**config.mk**
```make
export PLATFORM = sky130hd
export DESIGN_NAME = i2c_sensor_poller
export DESIGN_NICKNAME = d
export VERILOG_FILES = /design/src/rtl/i2c_sensor_poller.sv
export SDC_FILE = /design/constraint.sdc
export NUM_CORES = 1
export LEC_CHECK = 0
export ABC_AREA = 1
export BUFFER_PORTS_ARGS = -buffer_cell sky130_fd_sc_hd__buf_2
export CAP_MARGIN = 30
export CORE_ASPECT_RATIO = 1.2
export CORE_MARGIN = 2
export CORE_UTILIZATION = 33
export DETAILED_ROUTE_END_ITERATION = 8
export HOLD_SLACK_MARGIN = 0.03
export PLACE_DENSITY = 0.5
export SETUP_SLACK_MARGIN = 0.3
export SLEW_MARGIN = 20
export SYNTH_ARGS = -nofsm -noshare
export SYNTH_HDL_FRONTEND = slang
export SYNTH_SLANG_ARGS = --single-unit
```
**constraint.sdc**
```tcl
create_clock -name i_clk -period 3.4 [get_ports i_clk]
set_clock_uncertainty 0.05 [all_clocks]
set_input_delay 0.51 -clock i_clk [delete_from_list [all_inputs] [get_ports i_clk]]
set_output_delay 0.51 -clock i_clk [all_outputs]
set_load 0.01 [all_outputs]
```
**src/rtl/i2c_sensor_poller.sv**
```systemverilog
// i2c_sensor_poller: periodically sweeps up to N_CH I2C sensors through an external
// stream-style I2C master. For each enabled channel it writes the register pointer,
// reads NBYTES bytes, and queues one {channel, err, data} word in a show-ahead FIFO.
// A NAK still yields a word, with err=1 and data=0.
// Ports:
//   i_clk, i_rst (async, active high), i_fsm_rst (sync sweep abort), i_ch_en
//   master side: o_start, o_addr_*, o_nbytes_*, o_wdata_*, i_rdata_*, i_busy, i_nak
//   consumer side: o_sample/o_sample_valid/i_sample_ready, o_level, o_drop_cnt
module i2c_sensor_poller #(
  parameter int unsigned         N_CH        = 4,
  parameter int unsigned         NBYTES      = 2,
  parameter int unsigned         FIFO_AW     = 4,
  parameter int unsigned         POLL_PERIOD = 100000,
  parameter logic [7*N_CH-1:0]   CH_ADDR     = {N_CH{7'h27}},
  parameter logic [8*N_CH-1:0]   CH_REG      = {N_CH{8'h00}},
  localparam int unsigned        CHW         = (N_CH > 1) ? $clog2(N_CH) : 1,
  localparam int unsigned        SW          = CHW + 1 + 8 * NBYTES
) (
  input  logic              i_clk,
  input  logic              i_rst,
  input  logic              i_fsm_rst,
  input  logic [N_CH-1:0]   i_ch_en,
  output logic              o_start,
  output logic [7:0]        o_addr_bits,
  output logic              o_addr_valid,
  input  logic              i_addr_ready,
  output logic [7:0]        o_nbytes_bits,
  output logic              o_nbytes_valid,
  input  logic              i_nbytes_ready,
  output logic [7:0]        o_wdata_bits,
  output logic              o_wdata_valid,
  input  logic              i_wdata_ready,
  input  logic [7:0]        i_rdata_bits,
  input  logic              i_rdata_valid,
  output logic              o_rdata_ready,
  input  logic              i_busy,
  input  logic              i_nak,
  output logic [SW-1:0]     o_sample,
  output logic              o_sample_valid,
  input  logic              i_sample_ready,
  output logic [FIFO_AW:0]  o_level,
  output logic [7:0]        o_drop_cnt
);

  localparam int unsigned DW    = 8 * NBYTES;
  localparam int unsigned CNTW  = $clog2(POLL_PERIOD);
  localparam int unsigned DEPTH = 2 ** FIFO_AW;

  typedef enum logic [3:0] {
    StIdle, StWStart, StWAddr, StWReg, StWWait, StRStart,
    StRAddr, StRNbytes, StRData, StRWait, StPush, StNext
  } state_e;

  state_e           r_state, w_state_d;
  logic [CHW-1:0]   r_ch, w_ch_d, w_ch_nxt;
  logic [CNTW-1:0]  r_cnt;
  logic             r_pend, r_err;
  logic [DW-1:0]    r_data;
  logic [1:0]       r_bcnt;
  logic             w_tick, w_xfer;
  logic [6:0]       w_addr7;

  logic [SW-1:0]    r_mem [DEPTH];
  logic [FIFO_AW:0] r_wptr, r_rptr, w_level;
  logic [SW-1:0]    w_word;
  logic             w_full, w_empty, w_push, w_pop, w_wr;
  logic [7:0]       r_drop;

  assign w_tick   = (r_cnt == CNTW'(POLL_PERIOD - 1));
  assign w_ch_nxt = r_ch + 1'b1;
  assign w_addr7  = CH_ADDR[7*r_ch +: 7];
  // States in which a NAK aborts the transaction (R_WAIT already waits for idle).
  assign w_xfer   = r_state inside {StWStart, StWAddr, StWReg, StWWait,
                                    StRStart, StRAddr, StRNbytes, StRData};

  assign o_addr_bits   = {w_addr7, (r_state == StRAddr)};
  assign o_nbytes_bits = 8'(NBYTES - 1);
  assign o_wdata_bits  = CH_REG[8*r_ch +: 8];

  always_ff @(posedge i_clk or posedge i_rst) begin
    if (i_rst) begin
      r_state <= StIdle;
      r_ch    <= '0;
    end else begin
      r_state <= w_state_d;
      r_ch    <= w_ch_d;
    end
  end

  always_comb begin
    w_state_d      = r_state;
    w_ch_d         = r_ch;
    o_start        = 1'b0;
    o_addr_valid   = 1'b0;
    o_nbytes_valid = 1'b0;
    o_wdata_valid  = 1'b0;
    o_rdata_ready  = 1'b0;
    unique case (r_state)
      StIdle: begin
        if (w_tick || r_pend) begin
          w_ch_d    = '0;
          w_state_d = i_ch_en[0] ? StWStart : StNext;
        end
      end
      StWStart: begin
        o_start   = 1'b1;
        w_state_d = StWAddr;
      end
      StWAddr: begin
        o_addr_valid = 1'b1;
        if (i_addr_ready) w_state_d = StWReg;
      end
      StWReg: begin
        o_wdata_valid = 1'b1;
        if (i_wdata_ready) w_state_d = StWWait;
      end
      StWWait:  if (!i_busy) w_state_d = StRStart;
      StRStart: begin
        o_start   = 1'b1;
        w_state_d = StRAddr;
      end
      StRAddr: begin
        o_addr_valid = 1'b1;
        if (i_addr_ready) w_state_d = StRNbytes;
      end
      StRNbytes: begin
        o_nbytes_valid = 1'b1;
        if (i_nbytes_ready) w_state_d = StRData;
      end
      StRData: begin
        o_rdata_ready = 1'b1;
        if (i_rdata_valid && (r_bcnt == 2'(NBYTES - 1))) w_state_d = StRWait;
      end
      StRWait:  if (!i_busy) w_state_d = StPush;
      StPush:   w_state_d = StNext;
      StNext: begin
        if (r_ch == CHW'(N_CH - 1)) begin
          w_state_d = StIdle;
        end else begin
          w_ch_d    = w_ch_nxt;
          w_state_d = i_ch_en[w_ch_nxt] ? StWStart : StNext;
        end
      end
      default: w_state_d = StIdle;
    endcase
    // NAK: withdraw every request and let R_WAIT drain the master before the error push.
    if (w_xfer && i_nak) begin
      o_start        = 1'b0;
      o_addr_valid   = 1'b0;
      o_nbytes_valid = 1'b0;
      o_wdata_valid  = 1'b0;
      o_rdata_ready  = 1'b0;
      w_state_d      = StRWait;
    end
    if (i_fsm_rst) begin
      o_start        = 1'b0;
      o_addr_valid   = 1'b0;
      o_nbytes_valid = 1'b0;
      o_wdata_valid  = 1'b0;
      o_rdata_ready  = 1'b0;
      w_state_d      = StIdle;
      w_ch_d         = '0;
    end
  end

  always_ff @(posedge i_clk or posedge i_rst) begin
    if (i_rst) begin
      r_cnt  <= '0;
      r_pend <= 1'b0;
      r_err  <= 1'b0;
      r_data <= '0;
      r_bcnt <= '0;
    end else begin
      if (i_fsm_rst) begin
        r_cnt  <= '0;
        r_pend <= 1'b0;
      end else begin
        r_cnt <= w_tick ? '0 : r_cnt + 1'b1;
        // Only one overrun tick is remembered; IDLE always consumes it.
        if (r_state == StIdle) r_pend <= 1'b0;
        else if (w_tick)       r_pend <= 1'b1;
      end
      if (r_state == StWStart) begin
        r_err  <= 1'b0;
        r_data <= '0;
        r_bcnt <= '0;
      end else if (o_rdata_ready && i_rdata_valid) begin
        r_data <= (r_data << 8) | DW'(i_rdata_bits);
        r_bcnt <= r_bcnt + 1'b1;
      end
      if ((w_xfer || r_state == StRWait) && i_nak) r_err <= 1'b1;
    end
  end

  // Sample FIFO: extra pointer bit distinguishes full from empty.
  assign w_level = r_wptr - r_rptr;
  assign w_full  = (w_level == (FIFO_AW + 1)'(DEPTH));
  assign w_empty = (w_level == '0);
  assign w_push  = (r_state == StPush) && !i_fsm_rst;
  assign w_pop   = !w_empty && i_sample_ready;
  assign w_wr    = w_push && (!w_full || w_pop);
  assign w_word  = {r_ch, r_err, (r_err ? {DW{1'b0}} : r_data)};

  always_ff @(posedge i_clk) begin
    if (w_wr) r_mem[r_wptr[FIFO_AW-1:0]] <= w_word;
  end

  always_ff @(posedge i_clk or posedge i_rst) begin
    if (i_rst) begin
      r_wptr <= '0;
      r_rptr <= '0;
      r_drop <= '0;
    end else begin
      if (w_wr)  r_wptr <= r_wptr + 1'b1;
      if (w_pop) r_rptr <= r_rptr + 1'b1;
      if (w_push && !w_wr && (r_drop != 8'hFF)) r_drop <= r_drop + 1'b1;
    end
  end

  assign o_sample       = w_empty ? '0 : r_mem[r_rptr[FIFO_AW-1:0]];
  assign o_sample_valid = !w_empty;
  assign o_level        = w_level;
  assign o_drop_cnt     = r_drop;

endmodule

```
== Word-level counts from Yosys, hierarchy flattened ==
Memory sizes are Yosys's and may differ from the RTL's.
Index checks and enable logic that the tools add are counted.

* Bits in registers: 61
* Word-level logic and storage cells: 126
* Memory bits (writable): 304
* Output and inout port bits: 62
* Memories kept: 1
* Input bits: 22

* Reduce and logical (&&, ||, !) cells: 27
* Add/subtract/negate cells: 7
* Mux-type cells: 50
* Bitwise operators: 1
* Shift operators: 2
* Multipliers: 1
* Equality and inequality tests: 26
* $lt $le $gt $ge: 1

{| class="wikitable"
|+ Memories
! name !! depth !! width !! rd ports !! clocked after Yosys merged registers in !! wr ports !! RTL line !! text
|-
| r_mem || 16 || 19 || 1 || 0 || 1 || 63 || <nowiki>logic [SW-1:0] r_mem [DEPTH];</nowiki>
|}

{| class="wikitable"
|+ Operators with widths
! cell !! number
|-
| 4-bit 2-to-1 mux || 13
|-
| 16-bit 2-to-1 mux || 3
|-
| 4-bit one-hot mux with 12 select lines || 1
|-
| 17-bit 2-to-1 mux || 2
|-
| 32-bit by 6-bit indexed part select with 8-bit output (first input constant) || 1
|-
| 28-bit by 6-bit indexed part select with 7-bit output (first input constant) || 1
|-
| 1-bit 2-to-1 mux || 23
|-
| 19-bit 2-to-1 mux || 1
|-
| 17-bit by 1-bit adder with 17-bit output (second input constant) || 1
|-
| 17-bit equality test (second input constant) || 1
|-
| 4-bit by 3-bit equality test with 1-bit output (second input constant) || 4
|-
| 4-bit equality test (second input constant) || 4
|-
| 4-bit by 3-bit != test with 1-bit output (second input constant) || 4
|-
| 16-bit by 8-bit bitwise OR with 16-bit output || 1
|-
| 5-bit by 1-bit adder with 5-bit output (second input constant) || 2
|-
| 2-bit 2-to-1 mux || 5
|-
| 1-bit logical AND || 9
|-
| 8-bit by 1-bit adder with 8-bit output (second input constant) || 1
|-
| 4-bit by 2-bit equality test with 1-bit output (second input constant) || 2
|-
| 4-bit by 2-bit != test with 1-bit output (second input constant) || 2
|-
| 4-bit != test (second input constant) || 2
|-
| 8-bit != test (second input constant) || 1
|-
| 8-bit AND reduction || 1
|-
| 8-bit nonzero test || 1
|-
| other kinds (19) || 29
|}

== Longest topological paths before layout ==
* Depth after elaboration: 9
* Depth in mapped cells: 15
* Gate-level depth less buffers: 14

== Worst setup path after synthesis ==
Ideal clock, no wire load.

* Kind: register to register
* From: register r_rptr[1]
* To: memory r_mem[11][0] in the netlist's numbering, enable pin
* Slack: 0.097 ns
* Required time: 2.955 ns
* Path buffers: 2
* Library setup time: 0.395 ns
* Arrival: 2.859 ns
* Stages on the path, launching flop included: 13
* Period minus slack after synthesis: 3.303 ns
* Cell sequence: dfrtp_1 > inv_2 > buf_2 > buf_2 > fa_1 > xor2_1 > nor2_1 > nand2_1 > nor2_1 > and2_4 > nor2_8 > nand2_1 > nor2_1

* Longest elaborated chain between the ends: 8

{| class="wikitable"
|+ Ends and longest elaborated chain
! element !! RTL line !! text
|-
| start: declaration || 64 || <nowiki>logic [FIFO_AW:0] r_wptr, r_rptr, w_level;</nowiki>
|-
| start signal: assignment || 215 || <nowiki>if (w_pop) r_rptr <= r_rptr + 1'b1;</nowiki>
|-
| 5-bit subtractor * || 196 || <nowiki>assign w_level = r_wptr - r_rptr;</nowiki>
|-
| via o_level[2] || 41 || <nowiki>output logic [FIFO_AW:0] o_level,</nowiki>
|-
| 5-bit logical NOT || 198 || <nowiki>assign w_empty = (w_level == '0);</nowiki>
|-
| 1-bit logical NOT || 200 || <nowiki>assign w_pop = !w_empty && i_sample_ready;</nowiki>
|-
| 1-bit logical AND || 200 ||
|-
| 1-bit logical OR * || 201 || <nowiki>assign w_wr = w_push && (!w_full || w_pop);</nowiki>
|-
| 1-bit logical AND * || 201 ||
|-
| 1-bit 2-to-1 mux * || 205 || <nowiki>if (w_wr) r_mem[r_wptr[FIFO_AW-1:0]] <= w_word;</nowiki>
|-
| 1-bit 2-to-1 mux (not written as such) * || 205 ||
|-
| end: declaration || 63 ||
|}

Mark *: on every way through the listed nets, which the timed path passes. The rest lies on a longest branch.

== Final worst setup path ==
* From: register r_rptr[0]
* To: output o_sample[18]

* Longest elaborated chain between the ends: 3

{| class="wikitable"
|+ Ends and longest elaborated chain
! element !! RTL line !! text
|-
| 5-bit subtractor || 196 ||
|-
| 5-bit logical NOT || 198 ||
|-
| 19-bit 2-to-1 mux * || 220 || <nowiki>assign o_sample = w_empty ? '0 : r_mem[r_rptr[FIFO_AW-1:0]];</nowiki>
|-
| end: declaration || 38 || <nowiki>output logic [SW-1:0] o_sample,</nowiki>
|}

Mark *: on every way between the ends. The rest lies on a longest branch, timed or not.

==> out/summary.txt <==
OUTCOME
--------------------------------------------------------------------------------------------
Outcome                                                                         complete, no violations

SETUP PATH
--------------------------------------------------------------------------------------------
Critical Path Slowest Stage Cell                                                     dfrtp_4
Reg2reg setup slack                                                                  0.46 ns
Startpoint-to-endpoint class of the critical path                               register to output pin
Crit end category                                                                 output pin
Most used cell along the critical path                                                nor2_4
Number of buffers and inverters on the critical path                                       3
Peak per-stage delay on the critical path                                            0.51 ns
Peak fanout along the critical path                                                        5
List of cells traversed by the critical path                                    ha_4, inv_4, fa_2, nor2_2, nand2_2, nor2_4, nand2_8, inv_12, nor2_4, buf_6
Required time of the critical path                                                   2.84 ns
Critical path's top delay family                                                 adder cells
Worst setup SP type                                                                 register
Worst endpoint data arrival time                                                     2.61 ns

SYNTH
--------------------------------------------------------------------------------------------
Mean instance size in the synthesized netlist                                       11.2 µm²
Synthesized-area fraction occupied by adder cells                                      1.15%
Distinct cell type count after synthesis                                                  44
Area fraction of the dominant cell type after synthesis                                57.4%
Post-synth ARST share                                                                  16.7%
Share of synthesized area occupied by flip-flops and latches                           66.9%
Synthesized netlist cell count                                                         1,425
Compound-Gate Fraction of Synth Area                                                   9.57%
Synthesized area                                                                  15,900 µm²
Post-synth EDFFs                                                                         304
Number of warning messages in the yosys log                                                0
Biggest area consumer among synthesized cells                                       edfxtp_1
Main combinational cell family by area after synthesis                          simple AND/OR/NAND/NOR gates
Mux cell area share after synthesis                                                       0%
Synth Area in XOR/XNOR                                                                0.881%
Basic-gate share of the synthesized area counting and, or, nand and nor cells          16.3%
Biggest area contributors in the synthesized netlist                            edfxtp_1 57%, dfrtp_1 9.6%, nand2_1 8.5%, a21oi_1 3.9%, nand3_1 3.0%
Commonest register cell after synthesis                                             edfxtp_1
Number of storage elements in the synthesis netlist                                      365

FINISH
--------------------------------------------------------------------------------------------
Syn-to-layout area delta                                                               17.8%
Final antenna diode count                                                                  0
Core Util, Final                                                                       39.2%
Share of post-route cells with drive strength above 1                                  16.3%
Filler cell count                                                                      4,625
Net total in the final layout                                                          1,556

STA
--------------------------------------------------------------------------------------------
Fin Setup TNS                                                                           0 ns
Final setup violating endpoints                                                            0
F_max                                                                                316 MHz
Final hold viol count                                                                      0
Transition time at the pin with the least slew margin                                1.02 ns
Number of slew-limit violations in the final report                                        0
Setup repair after global routing missed its margin                                     true
Headroom to the max-slew limit                                                         32.1%
Final worst path period need                                                         3.17 ns
Tcrit/Tclk final                                                                       93.2%

DRT
--------------------------------------------------------------------------------------------
Wire length per cell                                                                 20.6 µm
Number of vias per cell                                                                 5.02
Detailed-route via count                                                              10,900
Starting DRC count in detailed routing                                                   916
Number of antenna-violating nets in the routed design                                      0
Count of TritonRoute iterations in the first routing pass                                  7
DRC Markers                                                                                0
Post-detailed-routing wire length                                                  44,700 µm

CTS
--------------------------------------------------------------------------------------------
Maximum root-to-sink buffer count                                                          3
Clock insertion delay at the later pin of the skew report                            0.54 ns
CTS H-Tree Depth                                                                           2
Clock-pin slew on the worst setup and hold paths                                     0.06 ns
Clock tree from TritonCTS                                                              built
Number of sinks driven by the clock tree                                                 365
Inserted Clock Buffers                                                                    38
CTS root buf                                                                       clkbuf_16

POWER AND IR DROP
--------------------------------------------------------------------------------------------
IR Drop Worst-Case VDD                                                              0.605 mV
Overall power of the completed layout                                                15.6 mW
Power density relative to cell area                                               831 nW/µm²
Total leakage power                                                                  7.16 nW

DIE
--------------------------------------------------------------------------------------------
Placeable core region                                                             47,900 µm²
Initial standard-cell utilization of the core                                          33.2%
I/O pin count                                                                             84
Std cell rows                                                                             88
Die Outline Area                                                                  50,000 µm²
Die boundary width                                                                    204 µm
Vertical extent of the die                                                            245 µm

GLOBAL ROUTE
--------------------------------------------------------------------------------------------
Combined global-route utilization of all metal layers                                  18.1%
Number of global-route vias before repair                                             10,900
First-pass GRT wire length                                                         67,700 µm
Global-route congestion overflow total                                                     0
Pin count of the biggest net entering global routing                                      98
Initial antenna violation count                                                            0

PLACEMENT
--------------------------------------------------------------------------------------------
GPL Wtd Cong                                                                           0.842
Count of input and output buffers                                                         60
DPL Wire Length                                                                    26,700 µm

HOLD PATH
--------------------------------------------------------------------------------------------
Hold crit path type                                                             input port to register

RUN
--------------------------------------------------------------------------------------------
Count of max-cap constraint violations                                                     0

routing by layer:
layer	part of all wire, %	vias to the layer above	GRT usage [%]
met5	0	-	0
met4	4.8	0	8.08
met3	5.0	95	3.08
met2	48	332	29.8
met1	42	5346	23.4
li1	-	5157	-
placed cells by master (no fill, tap or decap), types with 12 or more instances in the layout:
cell       instances
conb_1            23
dfrtp_1           58
a21oi_1          125
nand4_1           20
edfxtp_1         304
buf_4             41
o21ai_0           24
a22oi_1           37
nor2_1            82
nand3_1           88
clkbuf_16         39
buf_2             56
buf_6             12
xor2_1            12
inv_1             63
nor2_2            26
clkbuf_1          15
a32o_1            20
nand2_1          358
ha_1              12
state kept, by name (all words and copies together) (netlist names):
| name | flops |
|---|---|
| o_drop_cnt | 8 |
| r_bcnt | 2 |
| r_ch | 2 |
| r_cnt | 17 |
| r_data | 16 |
| r_err | 1 |
| r_mem | 304 |
| r_pend | 1 |
| r_rptr | 5 |
| r_state | 4 |
| r_wptr | 5 |
per-stage QoR:
stage               instance area (µm²)  setup WS, ns  hold WS [ns]  cells
floorplan                         16000        0.0966         0.383   1446
global placement                  17000         0.428         0.411   2088
detailed placement                17000         0.379         0.415   2089
CTS                               18700         0.281         0.163   2174
global route                      18800         0.124         0.183   2176
finish                            18800         0.233         0.176   2176
final timing paths:
| path | end | cells after the start | from |
|---|---|---|---|
| max in group asynchronous | r_err | 4 | i_rst |
| min in group asynchronous | r_wptr[2] | 3 | i_rst |
| min | r_data[6] | 3 | i_rdata_bits[6] |
| max | o_sample[18] | 10 | r_rptr[0] |
| min reg2reg | r_cnt[0] | 1 | r_cnt[0] |
| max reg2reg | r_mem[7][8] | 12 | r_rptr[0] |
tightest hold or removal path: stages:
cell	delay, ns
buf_2	0.08
nand3_1	0.06
o21ai_0	0.06
layout make-up:
class	count	area, µm²	area share (%)
clock inverters	11	86.3	0.460
well taps	630	788	4.20
multi-input cells	911	4690	25.0
repair inverters	2	17.5	0.0934
inverters	77	322	1.71
clock buffers	55	1050	5.58
repair buffers	125	1140	6.10
flip-flops and latches	365	10700	56.8
cell families (layout without fill, tap and decap cells):
group                    count (synthesis)  count (layout)
AO/OA/AOI/OAI                          244             244
AND/OR/NAND/NOR                        614             614
adder cells (fa/ha/maj)                 14              14
other                                    2              23
XOR/XNOR                                16              16
flip-flops                             365             365
buffers and inverters                  170             270
synthesized netlist by cell type (all sizes together) (2+ instances only):
| master | number |
|---|---|
| nand3 | 97 |
| nor2 | 116 |
| o21ai | 29 |
| o22ai | 9 |
| xnor2 | 4 |
| edfxtp | 304 |
| nor3 | 11 |
| o211ai | 9 |
| o21a | 2 |
| buf | 65 |
| inv | 76 |
| a32o | 20 |
| dfrtp | 61 |
| ha | 13 |
| nand2 | 366 |
| a22oi | 38 |
| conb | 2 |
| nand4 | 20 |
| a21oi | 125 |
| clkbuf | 28 |
| a22o | 9 |
| xor2 | 12 |
what timing repair did:
| item | 4_1_cts | 5_1_grt |
|---|---|---|
| resized for setup | 39 | 22 |
| endpoints found under the hold margin | 18 | 0 |
| pin swaps | 5 | 8 |
| endpoints found under the setup margin | 19 | 66 |
| cloned | 9 | 0 |
| hold buffers | 1 | 0 |
| buffers inserted | 9 | 1 |
report_power, final:
group | switching, mW | total [mW] | internal, mW
Sequential | 0.218 | 5.27 | 5.05
Clock | 1.69 | 3.90 | 2.22
Combinational | 4.06 | 6.41 | 2.35
(Power assumes the default switching activity.)
